--- src/rtl/avr_cpu_alu_seq.sv ---
// AVR ALU sequencer: runs 8-bit ops in one ALU pass and 16-bit ops in two
// passes through an external byte ALU, merging flags into SREG.
module avr_cpu_alu_seq #(
  parameter logic [7:0] SREG_RESET = 8'h00
) (
  input  logic        clk,
  input  logic        rst_n,
  input  logic        start,
  input  logic [3:0]  op,
  input  logic        wide,
  input  logic        use_carry,
  input  logic [15:0] a,
  input  logic [15:0] b,
  input  logic        sreg_we,
  input  logic [7:0]  sreg_wdata,
  output logic        busy,
  output logic        done,
  output logic [15:0] result,
  output logic [7:0]  sreg,
  output logic [3:0]  alu_opcode,
  output logic        alu_use_carry,
  output logic [7:0]  alu_r_in,
  output logic [7:0]  alu_d_in,
  output logic [7:0]  alu_status_in,
  input  logic [7:0]  alu_out,
  input  logic [7:0]  alu_status_out
);

  typedef enum logic [1:0] {
    S_IDLE,
    S_LO,
    S_HI,
    S_FIN
  } state_t;

  state_t      r_state;
  state_t      w_next;
  logic        w_accept;
  logic        w_busy;

  logic [3:0]  r_op;
  logic        r_wide;
  logic        r_uc;
  logic [15:0] r_a;
  logic [15:0] r_b;
  logic [7:0]  r_sreg;
  logic [15:0] r_result;
  logic [7:0]  r_lo_st;
  logic [7:0]  r_lo_out;

  always_ff @(posedge clk or negedge rst_n) begin
    if (!rst_n) r_state <= S_IDLE;
    else        r_state <= w_next;
  end

  always_comb begin
    w_next        = r_state;
    w_accept      = 1'b0;
    w_busy        = 1'b0;
    done          = 1'b0;
    alu_opcode    = 4'h0;
    alu_use_carry = 1'b0;
    alu_r_in      = 8'h00;
    alu_d_in      = 8'h00;
    alu_status_in = r_sreg;
    unique case (r_state)
      S_IDLE: begin
        if (start) begin
          w_accept = 1'b1;
          w_next   = S_LO;
        end
      end
      S_LO: begin
        w_busy        = 1'b1;
        alu_opcode    = r_op;
        alu_use_carry = r_uc;
        alu_r_in      = r_a[7:0];
        alu_d_in      = r_b[7:0];
        w_next        = r_wide ? S_HI : S_FIN;
      end
      S_HI: begin
        // High byte always chains the low byte's carry/borrow
        w_busy        = 1'b1;
        alu_opcode    = r_op;
        alu_use_carry = 1'b1;
        alu_r_in      = r_a[15:8];
        alu_d_in      = r_b[15:8];
        alu_status_in = r_lo_st;
        w_next        = S_FIN;
      end
      S_FIN: begin
        done = 1'b1;
        if (start) begin
          w_accept = 1'b1;
          w_next   = S_LO;
        end else begin
          w_next = S_IDLE;
        end
      end
      default: w_next = S_IDLE;
    endcase
  end

  assign busy = w_busy;

  always_ff @(posedge clk or negedge rst_n) begin
    if (!rst_n) begin
      r_op     <= 4'h0;
      r_wide   <= 1'b0;
      r_uc     <= 1'b0;
      r_a      <= 16'h0000;
      r_b      <= 16'h0000;
      r_sreg   <= SREG_RESET;
      r_result <= 16'h0000;
      r_lo_st  <= 8'h00;
      r_lo_out <= 8'h00;
    end else begin
      if (w_accept) begin
        r_op   <= op;
        r_wide <= wide;
        r_uc   <= use_carry;
        r_a    <= a;
        r_b    <= b;
      end
      if (sreg_we && !w_busy) r_sreg <= sreg_wdata;
      if (r_state == S_LO) begin
        if (r_wide) begin
          r_lo_st  <= alu_status_out;
          r_lo_out <= alu_out;
        end else begin
          r_sreg   <= alu_status_out;
          r_result <= {8'h00, alu_out};
        end
      end
      if (r_state == S_HI) begin
        // Z spans both bytes; H/T/I keep their pre-op values
        r_result <= {alu_out, r_lo_out};
        r_sreg   <= {r_sreg[7:5], alu_status_out[4:2],
                     alu_status_out[1] & r_lo_st[1],
                     alu_status_out[0]};
      end
    end
  end

  assign result = r_result;
  assign sreg   = r_sreg;

endmodule

--- config.mk ---
export PLATFORM = sky130hd
export DESIGN_NAME = avr_cpu_alu_seq
export DESIGN_NICKNAME = d
export VERILOG_FILES = /design/src/rtl/avr_cpu_alu_seq.sv
export SDC_FILE = /design/constraint.sdc
export NUM_CORES = 1
export LEC_CHECK = 0
export ABC_CLOCK_PERIOD_IN_PS = 3300
export CORE_MARGIN = 3
export CORE_UTILIZATION = 47
export DETAILED_ROUTE_END_ITERATION = 8
export GPL_TIMING_DRIVEN = 0
export HOLD_SLACK_MARGIN = 0.06
export PLACE_DENSITY = 0.87
export SYNTH_ARGS = -nofsm -noshare
export SYNTH_HDL_FRONTEND = slang
export SYNTH_SLANG_ARGS = --single-unit
--- constraint.sdc ---
create_clock -name clk -period 3.3 [get_ports clk]
set_input_delay 0.33 -clock clk [delete_from_list [all_inputs] [get_ports clk]]
set_output_delay 0.33 -clock clk [all_outputs]
set_load 0.1 [all_outputs]
Word level (Yosys, flattened, before mapping)
Index checks and enable logic that the tools add are counted.
- register bits: 80
- word-level logic and storage cells: 45
- eq/ne operators: 5
- multiplexer cells: 20
- bitwise operators: 1
- reductions and logical operators: 8
- operators with widths (kind ; number):
    16-bit two-way mux ; 3
    8-bit two-way mux ; 4
    8-bit one-hot mux with 2 select lines ; 2
    2-bit one-hot mux with 4 select lines ; 1
    1-bit two-way mux ; 6
    5-bit two-way mux ; 1
    2-bit == test (second input constant) ; 2
    4-bit two-way mux ; 1
    2-bit AND reduction ; 2
    2-bit OR reduction ; 2
    2-bit by 1-bit == test with 1-bit output (second input constant) ; 1
    2-bit logical NOT ; 1
    2-bit two-way mux ; 1
    2-bit by 1-bit inequality test with 1-bit output (second input constant) ; 1
    2-bit inequality test (second input constant) ; 1
    1-bit one-hot mux with 2 select lines ; 1
    2-bit nonzero test ; 1
    1-bit AND ; 1
    1-bit logical AND ; 1
    1-bit logical NOT ; 1

Depth between registers and ports, before layout
Gate-level depths: netlist of the first run.
- depth in word-level cells: 9
- depth in mapped cells: 7
- depth with buffers taken out: 5

Worst setup path before layout of the first run
Ideal clock, no wire load.
- path kind: reg2out
- start: register r_state[0]
- end: output alu_status_in[1]
- arrival time: 3.129 ns
- required time: 2.970 ns
- path slack: -0.159 ns
- stages on the path, launching flop included: 6
- buffers on the path: 2
- cells stage by stage: dfrtp_1 -> inv_1 -> ha_1 -> buf_6 -> buf_2 -> o21ai_0
- word-level cells in the longest chain between the ends: 2
- RTL lines (item ; RTL line ; source):
    start, declared ; 36 ; state_t r_state;
    start signal, assigned ; 53 ; else r_state <= w_next;
    2-bit == test ; 66 ; unique case (r_state)
    8-bit two-way mux ; 66 ;
    end, declared ; 24 ; output logic [7:0] alu_status_in,
No other way between the ends.

Worst setup path after layout of the first run
- start: register r_state[0]
- end: output alu_d_in[7]
- word-level cells in the longest chain between the ends: 2
- RTL lines (item ; RTL line ; source):
    2-bit == test or 2-bit by 1-bit == test with 1-bit output (tied branches) ; 66 ;
    8-bit one-hot mux with 2 select lines (*) ; 66 ;
    end, declared ; 23 ; output logic [7:0] alu_d_in,
Every way passes the cells marked *; elsewhere a longest branch is shown, timed or not.

==> metrics, run 1 <==
Multi-input gate area about 0.0015 mm^2; first-pass detailed-route iteration total 4; Slew @ Worst Pin between 1000 and 1500 ps; GRT Util Overall 0.199; share of layout cells above drive strength 1 0.311; CP Cell Sequence inv_1 > ha_1 > buf_6 > and2_1 > buf_6 > buf_6 > a22o_1 > clkdlybuf4s15_1; fin worst setup slack 176 ps; drt wl/cell 17.0 um; Area Overhead vs Synth 40.5%; crit path time final 3120 ps; Worst-path clk slew around 80 ps; max_cap viols 0; Top Family by Delay on Critical Path buffers and inverters; fin. max-slew vios 0; storage element area 0.00200 mm^2; io pins 121; Starting Density 0.495; Placer Congestion 0.790; outcome completed; first-pass GRT wire length 13500 um; most used cell, CP buf_6; Netlist Area Pre-Place between 0.003 and 0.004 mm^2; RSZ-0062 raised after global routing no; CP Data Required Time 2970 ps; antenna violations before repair 0; IO buf count 120; Syn. warnings 0; GR Overflow Total 0; H-tree depth 3; Final Util 0.695; clock skew between 6 and 7 ps; via count roughly 2600; fillers 539; register area share after synthesis 0.546; slowest CP cell clkdlybuf4s15_1; CTS sink cnt 80; ant diodes 0; pre-CTS setup slack approximately 140 ps; FF-to-FF Start r_state[0]$_DFFE_PN0P_; die area 0.00889 mm^2; Total Neg Setup Slack 0 ps; critical setup path kind flip-flop to output pin; Yosys reg bits 80; DRC violations left 0; syn nets 331; number of global-route vias before repair 2795; Mean Syn Cell Area between 10 and 15 um^2; R2R cell count 6; Vias/cell 5.22; Post-CTS Setup Bufs 0; Post-Synthesis Cells 260; post-detail-place hpwl 6270 um; Total Wirelength 8400 um; FF-to-FF End r_a[15]$_DFFE_PN0P_; Critical Path Fanout Max 10; Worst setup SP type flip-flop; final number of hold-violating endpoints 0; Worst path max stage delay 850 ps; CTS buffer count 9; CP arrival between 2000 and 3000 ps; Final Instance Area 0.00515 mm^2; Core Area between 0.007 and 0.008 mm^2; Finish-stage setup viols 0; hold crit path type input pin to async pin; post-route clock period utilization 0.947; Nets ~460; largest net degree at the start of global routing 49; CP Buf/Inv Count 5; Die H 94.3 um; slew margin rel. 0.327; worst skew pair latency around 340 ps; Setup crit end kind output pin; Iter 0 DRT Violations 66; CTS tree built; r2r setup slk 1480 ps; die span in x 94.3 um; Fmax achieved about 320 MHz; Detail Route Antenna Nets 0; row count 31; placed cell area 0.00501 mm^2; Root Buffer clkbuf_8; number of distinct library cells after synthesis 32; CTS max path bufs 2
[how the worst max path moves through the flow]
stage / from / to / slack [ps] / depth (start not counted)
after floorplan: r_state[0]$_DFFE_PN0P_ / alu_d_in[0] / 220 / 7
after global placement: rst_n / sreg[3]$_DFF_PN0_ / -900 / 1
after detailed placement: r_state[0]$_DFFE_PN0P_ / alu_d_in[2] / 140 / 8
after CTS: r_state[0]$_DFFE_PN0P_ / alu_d_in[2] / 30 / 8
after global routing: r_state[0]$_DFFE_PN0P_ / alu_r_in[3] / 0.4 / 8
final: r_state[0]$_DFFE_PN0P_ / alu_d_in[7] / 180 / 8
[per-stage QoR]
| step | hold slack [ps] | instances |
|---|---|---|
| global route | 504 | 495 |
| global placement | 481 | 479 |
| finish | 488 | 495 |
| detailed placement | 308 | 480 |
| floorplan | 34.4 | 260 |
| CTS | 473 | 495 |
[layout by cell type (no fill, tap or decap), types with 2 or more instances in the layout]
cell,n
and2_1,6
o21ai_0,11
mux2_1,2
mux2_4,2
clkbuf_8,10
dfrtp_1,80
nor2b_1,2
o22a_1,3
ha_1,5
mux2i_1,5
buf_2,5
nor2_1,2
mux2_2,72
inv_1,6
clkdlybuf4s50_1,94
a22o_1,24
dlygate4sd2_1,4
nor3b_1,3
clkbuf_2,10
buf_4,3
buf_6,8
clkdlybuf4s15_1,3
nand2b_1,3
a31oi_1,3
nand2_1,3
dlymetal6s2s_1,8
clkinv_2,3
[cells by family (layout without fill, tap and decap cells)]
group,Yosys count,in the layout,share of synthesized area
DFF,80,80,0.546
and+or+nand+nor,23,23,0.0389
buffers and inverters,23,159,0.0468
adders and majority gates,5,5,0.0171
muxes,81,81,0.249
AOI/OAI and AO/OA,48,48,0.101
[metal layers]
metal,part of all wire,track usage,wire length [um]
met1,0.42,0.246,3530
met2,0.47,0.320,3950
met3,0.10,0.0905,845
met4,0.0077,0.0469,65
met5,0,0,0
[cell usage after synthesis (all sizes together)]
| cell type | number | area, um^2 |
|---|---|---|
| a21o | 1 | 7.51 |
| a21oi | 1 | 8.76 |
| a22o | 24 | 210 |
| a31oi | 3 | 18.8 |
| and2 | 6 | 37.5 |
| and2b | 1 | 8.76 |
| buf | 16 | 145 |
| dfrtp | 80 | 2000 |
| ha | 5 | 62.6 |
| inv | 7 | 26.3 |
| mux2 | 76 | 863 |
| mux2i | 5 | 50.1 |
| nand2 | 4 | 17.5 |
| nand2b | 4 | 27.5 |
| nor2 | 2 | 7.51 |
| nor2b | 3 | 21.3 |
| nor3b | 3 | 22.5 |
| o211ai | 1 | 7.51 |
| o21a | 1 | 7.51 |
| o21ai | 13 | 76.3 |
| o22a | 3 | 26.3 |
| o2bb2ai | 1 | 8.76 |
[timing repair]
item / 4_1_cts / 5_1_grt
pin swaps: 0 / 0
hold endpoints to repair: 32 / 0
hold buffers: 1 / 0
gates resized for setup: 17 / 31
endpoints found under the setup margin: 17 / 21
[flip-flops by register name (all words and copies together) (netlist names)]
signal and count:
r_wide 1, r_a 16, r_b 16, r_state 2, r_uc 1, r_lo_st 8, r_op 4, r_lo_out 8
sreg 8, result 16
[cell type report]
class | count | area share
clock buffers | 10 | 0.0267
well taps | 99 | 0.0241
multi-input cells | 157 | 0.289
flip-flops and latches | 80 | 0.389
plain buffers | 16 | 0.0282
inverters | 7 | 0.00510
repair buffers | 122 | 0.233
clock inverters | 4 | 0.00437
Power of run 1 is left out: the tool's default activity adds up to more than one toggle a clock period on the data nets, which glitch-free logic cannot reach.
==> inputs of run 2 (changes only) <==
--- a/config.mk
+++ b/config.mk
@@ -8,10 +8,12 @@
 export ABC_CLOCK_PERIOD_IN_PS = 3300
 export CORE_MARGIN = 3
 export CORE_UTILIZATION = 47
+export CTS_CLUSTER_DIAMETER = 200
 export DETAILED_ROUTE_END_ITERATION = 8
 export GPL_TIMING_DRIVEN = 0
 export HOLD_SLACK_MARGIN = 0.06
-export PLACE_DENSITY = 0.87
+export PLACE_DENSITY = 0.93
+export REMOVE_ABC_BUFFERS = 1
 export SYNTH_ARGS = -nofsm -noshare
 export SYNTH_HDL_FRONTEND = slang
 export SYNTH_SLANG_ARGS = --single-unit
==> metrics, run 2 (synthesis gave the netlist of run 1 again) <==
clock skew 11.1 ps (+4.17 ps); Post-CTS Setup Bufs 0 (unchanged); CTS tree built; first-pass GRT wire length 14100 um (+3.9%); GRT Util Overall 0.208 (+0.00853); DRC violations left 0 (unchanged); Worst-path clk slew 80 ps (about the same); post-route clock period utilization 0.959 (+0.0125); Setup crit end kind output pin; r2r setup slk 1230 ps (-250 ps); Detail Route Antenna Nets 0 (unchanged); Metal-1 WL 3510 um (-0.68%); row count 31 (unchanged); Placer Congestion 0.787 (-0.42%); hold slack final 433 ps (-55.4 ps); via count 2538 (-1.8%); Finish-stage setup viols 0 (unchanged); FF-to-FF Start r_state[0]$_DFFE_PN0P_; Fmax achieved 316 MHz (-1.3%); Nets 449 (-3.2%); most common cell after layout, fill and taps aside clkdlybuf4s50_1; max_cap viols 0 (unchanged); CTS sink cnt 80 (unchanged); Core Area 0.00741 mm^2 (unchanged); placed cell area 0.00489 mm^2 (-2.4%); RSZ-0062 raised after global routing no; crit path time final 3170 ps (+41.1 ps); Critical Path Fanout Max 12 (+2); Slew @ Worst Pin 1000 ps (-3.53 ps); Total Neg Setup Slack 0 ps (unchanged); met3 WL post-DR 754 um (-11%); hold crit path type input pin to async pin; post-detail-place hpwl 6140 um (-2.2%); outcome completed; critical setup path kind flip-flop to output pin; first-pass detailed-route iteration total 4 (unchanged); drt wl/cell 18.0 um (+6.1%); GR Overflow Total 0 (unchanged); H-tree depth 3 (unchanged); commonest non-fill, non-tap cells in the layout clkdlybuf4s50_1 (92), dfrtp_1 (80), mux2_2 (72); Die H 94.3 um (unchanged); Area Overhead vs Synth 41.5%; Top Layer Used met4; CP arrival 2840 ps (+50 ps); Root Buffer clkbuf_8; Iter 0 DRT Violations 70 (+6.1%); final number of hold-violating endpoints 0 (unchanged); Final Instance Area 0.00518 mm^2 (+0.66%); slew margin rel. 0.329 (+0.00236); antenna violations before repair 0 (unchanged); R2R cell count 5 (-1); Worst setup SP type flip-flop; beginning of the critical path r_state[0]$_DFFE_PN0P_; Vias/cell 5.28 (+1.1%); CTS buffer count 9 (unchanged); CP Data Required Time 2970 ps (about the same); worst skew pair latency 340 ps (about the same); routed wl met2 4330 um (+9.5%); io pins 121 (unchanged); share of layout cells above drive strength 1 0.312 (+0.000912); Starting Density 0.495 (unchanged); number of global-route vias before repair 2808 (+0.47%); die span in x 94.3 um (unchanged); Final Util 0.700 (+0.00456); ant diodes 0 (unchanged); die area 0.00889 mm^2 (unchanged); CTS max path bufs 2 (unchanged); fin. max-slew vios 0 (unchanged); Total Wirelength 8650 um (+3.1%); IO buf count 120 (unchanged); largest net degree at the start of global routing 55 (+12%)
==> run 2: cell count changes in the layout (fill, tap and decap cells not counted), sizes merged <==
cell           change
buf               -15
clkdlybuf4s15     +14
clkbuf             -7
dlymetal6s2s       -4
clkinv             -3
bufinv             +2
clkdlybuf4s50      -2
dlygate4sd2        +2
clkinvlp           -1
==> run 2: layout make-up <==
cell class	instances	area, um^2
clock buffers	13	179
clock inverters	2	60.1
fillers	502	2230
inverters	7	26.3
multi-input cells	157	1510
flip-flops and latches	80	2000
well taps	99	124
repair buffers	123	1280
==> run 2: path summary, 6_finish.rpt <==
kind,endpoint
worst max register to register,r_b[0]$_DFFE_PN0P_
worst min-delay path,r_a[5]$_DFFE_PN0P_
worst min register to register,r_lo_out[6]$_DFFE_PN0P_
max in group asynchronous,r_lo_out[2]$_DFFE_PN0P_
min in group clk,r_lo_out[6]$_DFFE_PN0P_
worst max-delay path,alu_opcode[0]
==> run 2: repair_timing <==
item | 4_1_cts | 5_1_grt
hold buffers | 1 | 0
gates resized for setup | 61 | 5
hold endpoints to repair | 26 | 0
setup endpoints to repair | 25 | 7
==> run 2: worst max-delay path: stages, from the launching register on <==
cell,delay [ps]
dfrtp_1,410
inv_1,120
ha_1,630
and2_1,210
clkdlybuf4s50_1,1130
==> run 2: through the flow <==
stage | setup slack, ps | cells
after floorplan | -220 | 244
after global placement | -995 | 463
after detailed placement | -1010 | 465
after CTS | 0.638 | 481
after global routing | 21.0 | 481
final | 135 | 481
==> run 2: metal layers <==
layer	track usage	vias to the layer above
li1	-	1174
met4	0.0602	0
met1	0.251	1269
met3	0.0817	6
met2	0.343	89
met5	0	-
Power of run 2 is left out for the same reason.
==> inputs of run 3 (changes only) <==
--- a/config.mk
+++ b/config.mk
@@ -6,12 +6,13 @@
 export NUM_CORES = 1
 export LEC_CHECK = 0
 export ABC_CLOCK_PERIOD_IN_PS = 3300
-export CORE_MARGIN = 3
+export CORE_MARGIN = 8
 export CORE_UTILIZATION = 47
 export CTS_CLUSTER_DIAMETER = 200
 export DETAILED_ROUTE_END_ITERATION = 8
 export GPL_TIMING_DRIVEN = 0
 export HOLD_SLACK_MARGIN = 0.06
+export MAX_ROUTING_LAYER = met4
 export PLACE_DENSITY = 0.93
 export REMOVE_ABC_BUFFERS = 1
 export SYNTH_ARGS = -nofsm -noshare
==> metrics, run 3 (synthesis gave the netlist of run 1 again) <==
Final Instance Area 0.00514 mm^2 (-0.89%); Critical Path Fanout Max 12 (unchanged); hold slack final 474 ps (+40.7 ps); placed cell area 0.00490 mm^2 (about the same); first-pass detailed-route iteration total 4 (unchanged); Worst setup SP type flip-flop; CTS buffer count 9 (unchanged); Multi-input gate area 0.00150 mm^2 (-0.66%); R2R cell count 5 (unchanged); die span in x 104 um (+11%); io pins 121 (unchanged); Die H 104 um (+11%); Nets 449 (unchanged); Root Buffer clkbuf_8; Area Overhead vs Synth 40.2%; Worst-path clk slew 80 ps (about the same); Iter 0 DRT Violations 74 (+5.7%); IO buf count 120 (unchanged); most common cell after layout, fill and taps aside clkdlybuf4s50_1; drt wl/cell 18.0 um (about the same); FF-to-FF Start r_state[0]$_DFFE_PN0P_; fin cells 485 (+0.83%); critical setup path kind flip-flop to output pin; Setup crit end kind output pin; Finish-stage setup viols 0 (unchanged); final number of hold-violating endpoints 0 (unchanged); ant diodes 0 (unchanged); antenna violations before repair 0 (unchanged); GR Overflow Total 0 (unchanged); storage element area 0.00200 mm^2 (unchanged); CTS max path bufs 2 (unchanged); number of global-route vias before repair 2866 (+2.1%); post-detail-place hpwl 6470 um (+5.5%); share of layout cells above drive strength 1 0.303 (-0.00865); largest net degree at the start of global routing 52 (-5.5%); first-pass GRT wire length 14600 um (+3.4%); post-route clock period utilization 0.955 (-0.00396); FF-to-FF End sreg[3]$_DFF_PN0_; met2 usage 0.264 (-0.0797); Final Util 0.672 (-0.0279); die area 0.0109 mm^2 (+22%); fillers 576 (+15%); CP arrival 2820 ps (-20 ps); Vias/cell 5.28 (about the same); hold crit path type input pin to async pin; met1 Track Usage GR 0.203 (-0.0478); slew margin rel. 0.336 (+0.00648); r2r setup slk 1240 ps (about the same); worst skew pair latency 340 ps (about the same); outcome completed; commonest non-fill, non-tap cells in the layout clkdlybuf4s50_1 (94), dfrtp_1 (80), mux2_2 (72); Worst path max stage delay 1140 ps (about the same); CTS sink cnt 80 (unchanged); slowest CP cell clkdlybuf4s50_1; Core Area 0.00765 mm^2 (+3.2%); row count 32 (+3.2%); M3 GR Usage 0.0508 (-0.0309); Slew @ Worst Pin 993 ps (-9.69 ps); H-tree depth 3 (unchanged); Most Crowded Layer GR met2; Fmax achieved 317 MHz (+0.41%); GRT Util Overall 0.169 (-0.0385); via count 2561 (+0.91%); Starting Density 0.479 (-0.0155); Placer Congestion 0.742 (-5.8%); clock skew 7.23 ps (-3.89 ps); fin. max-slew vios 0 (unchanged); RSZ-0062 raised after global routing no; crit path time final 3150 ps (-13.1 ps); max_cap viols 0 (unchanged); placed cells 468 (+0.65%); CTS tree built; Detail Route Antenna Nets 0 (unchanged); CP Data Required Time 2970 ps (about the same); Total Wirelength 8720 um (+0.81%); CP Cell Sequence inv_1 > ha_1 > and2_1 > clkdlybuf4s50_1; DRC violations left 0 (unchanged)
run 3: per-layer routing:
metal,routed length (um),part of all wire,up-vias
met2,4270,0.49,84
met3,473,0.054,13
met5,0,0,-
met4,136,0.016,0
li1,-,-,1174
met1,3840,0.44,1290
run 3: how the worst max path moves through the flow:
| stage | endpoint | from | slack [ps] | cells after the start |
|---|---|---|---|---|
| global route | alu_opcode[3] | r_state[0]$_DFFE_PN0P_ | 30 | 4 |
| detailed placement | alu_r_in[4] | r_state[0]$_DFFE_PN0P_ | -980 | 5 |
| finish | alu_opcode[3] | r_state[0]$_DFFE_PN0P_ | 150 | 4 |
| CTS | alu_status_in[4] | r_state[0]$_DFFE_PN0P_ | 20 | 4 |
| floorplan | alu_status_in[1] | r_state[0]$_DFFE_PN0P_ | -220 | 3 |
| global placement | alu_r_in[2] | r_state[0]$_DFFE_PN0P_ | -970 | 5 |
run 3: metrics by stage:
stage,setup WS [ps],TNS (ps)
final,148,0
after floorplan,-220,-262
after global placement,-967,-81670
after global routing,31.0,0
after CTS,17.5,0
after detailed placement,-979,-16170
run 3: area by class of cell:
type,instances,share of cell area
flip-flops and latches,80,0.390
multi-input cells,157,0.292
repair buffers,123,0.253
clock buffers,13,0.0270
well taps,102,0.0248
clock inverters,3,0.00828
inverters,7,0.00512
run 3: timing repair:
action | 4_1_cts | 5_1_grt
gates resized for setup | 55 | 8
hold buffers | 1 | 0
endpoints found under the hold margin | 29 | 0
buffers inserted | 0 | 0
setup endpoints to repair | 25 | 8
run 3: critical path: cells and delay by family, from the launching register on:
| family | cells | cell delay (ps) |
|---|---|---|
| buffers and inverters | 2 | 1240 |
| flip-flops | 1 | 400 |
| adder cells (fa/ha/maj) | 1 | 630 |
| AND/OR/NAND/NOR | 1 | 210 |
Power of run 3 is left out for the same reason.
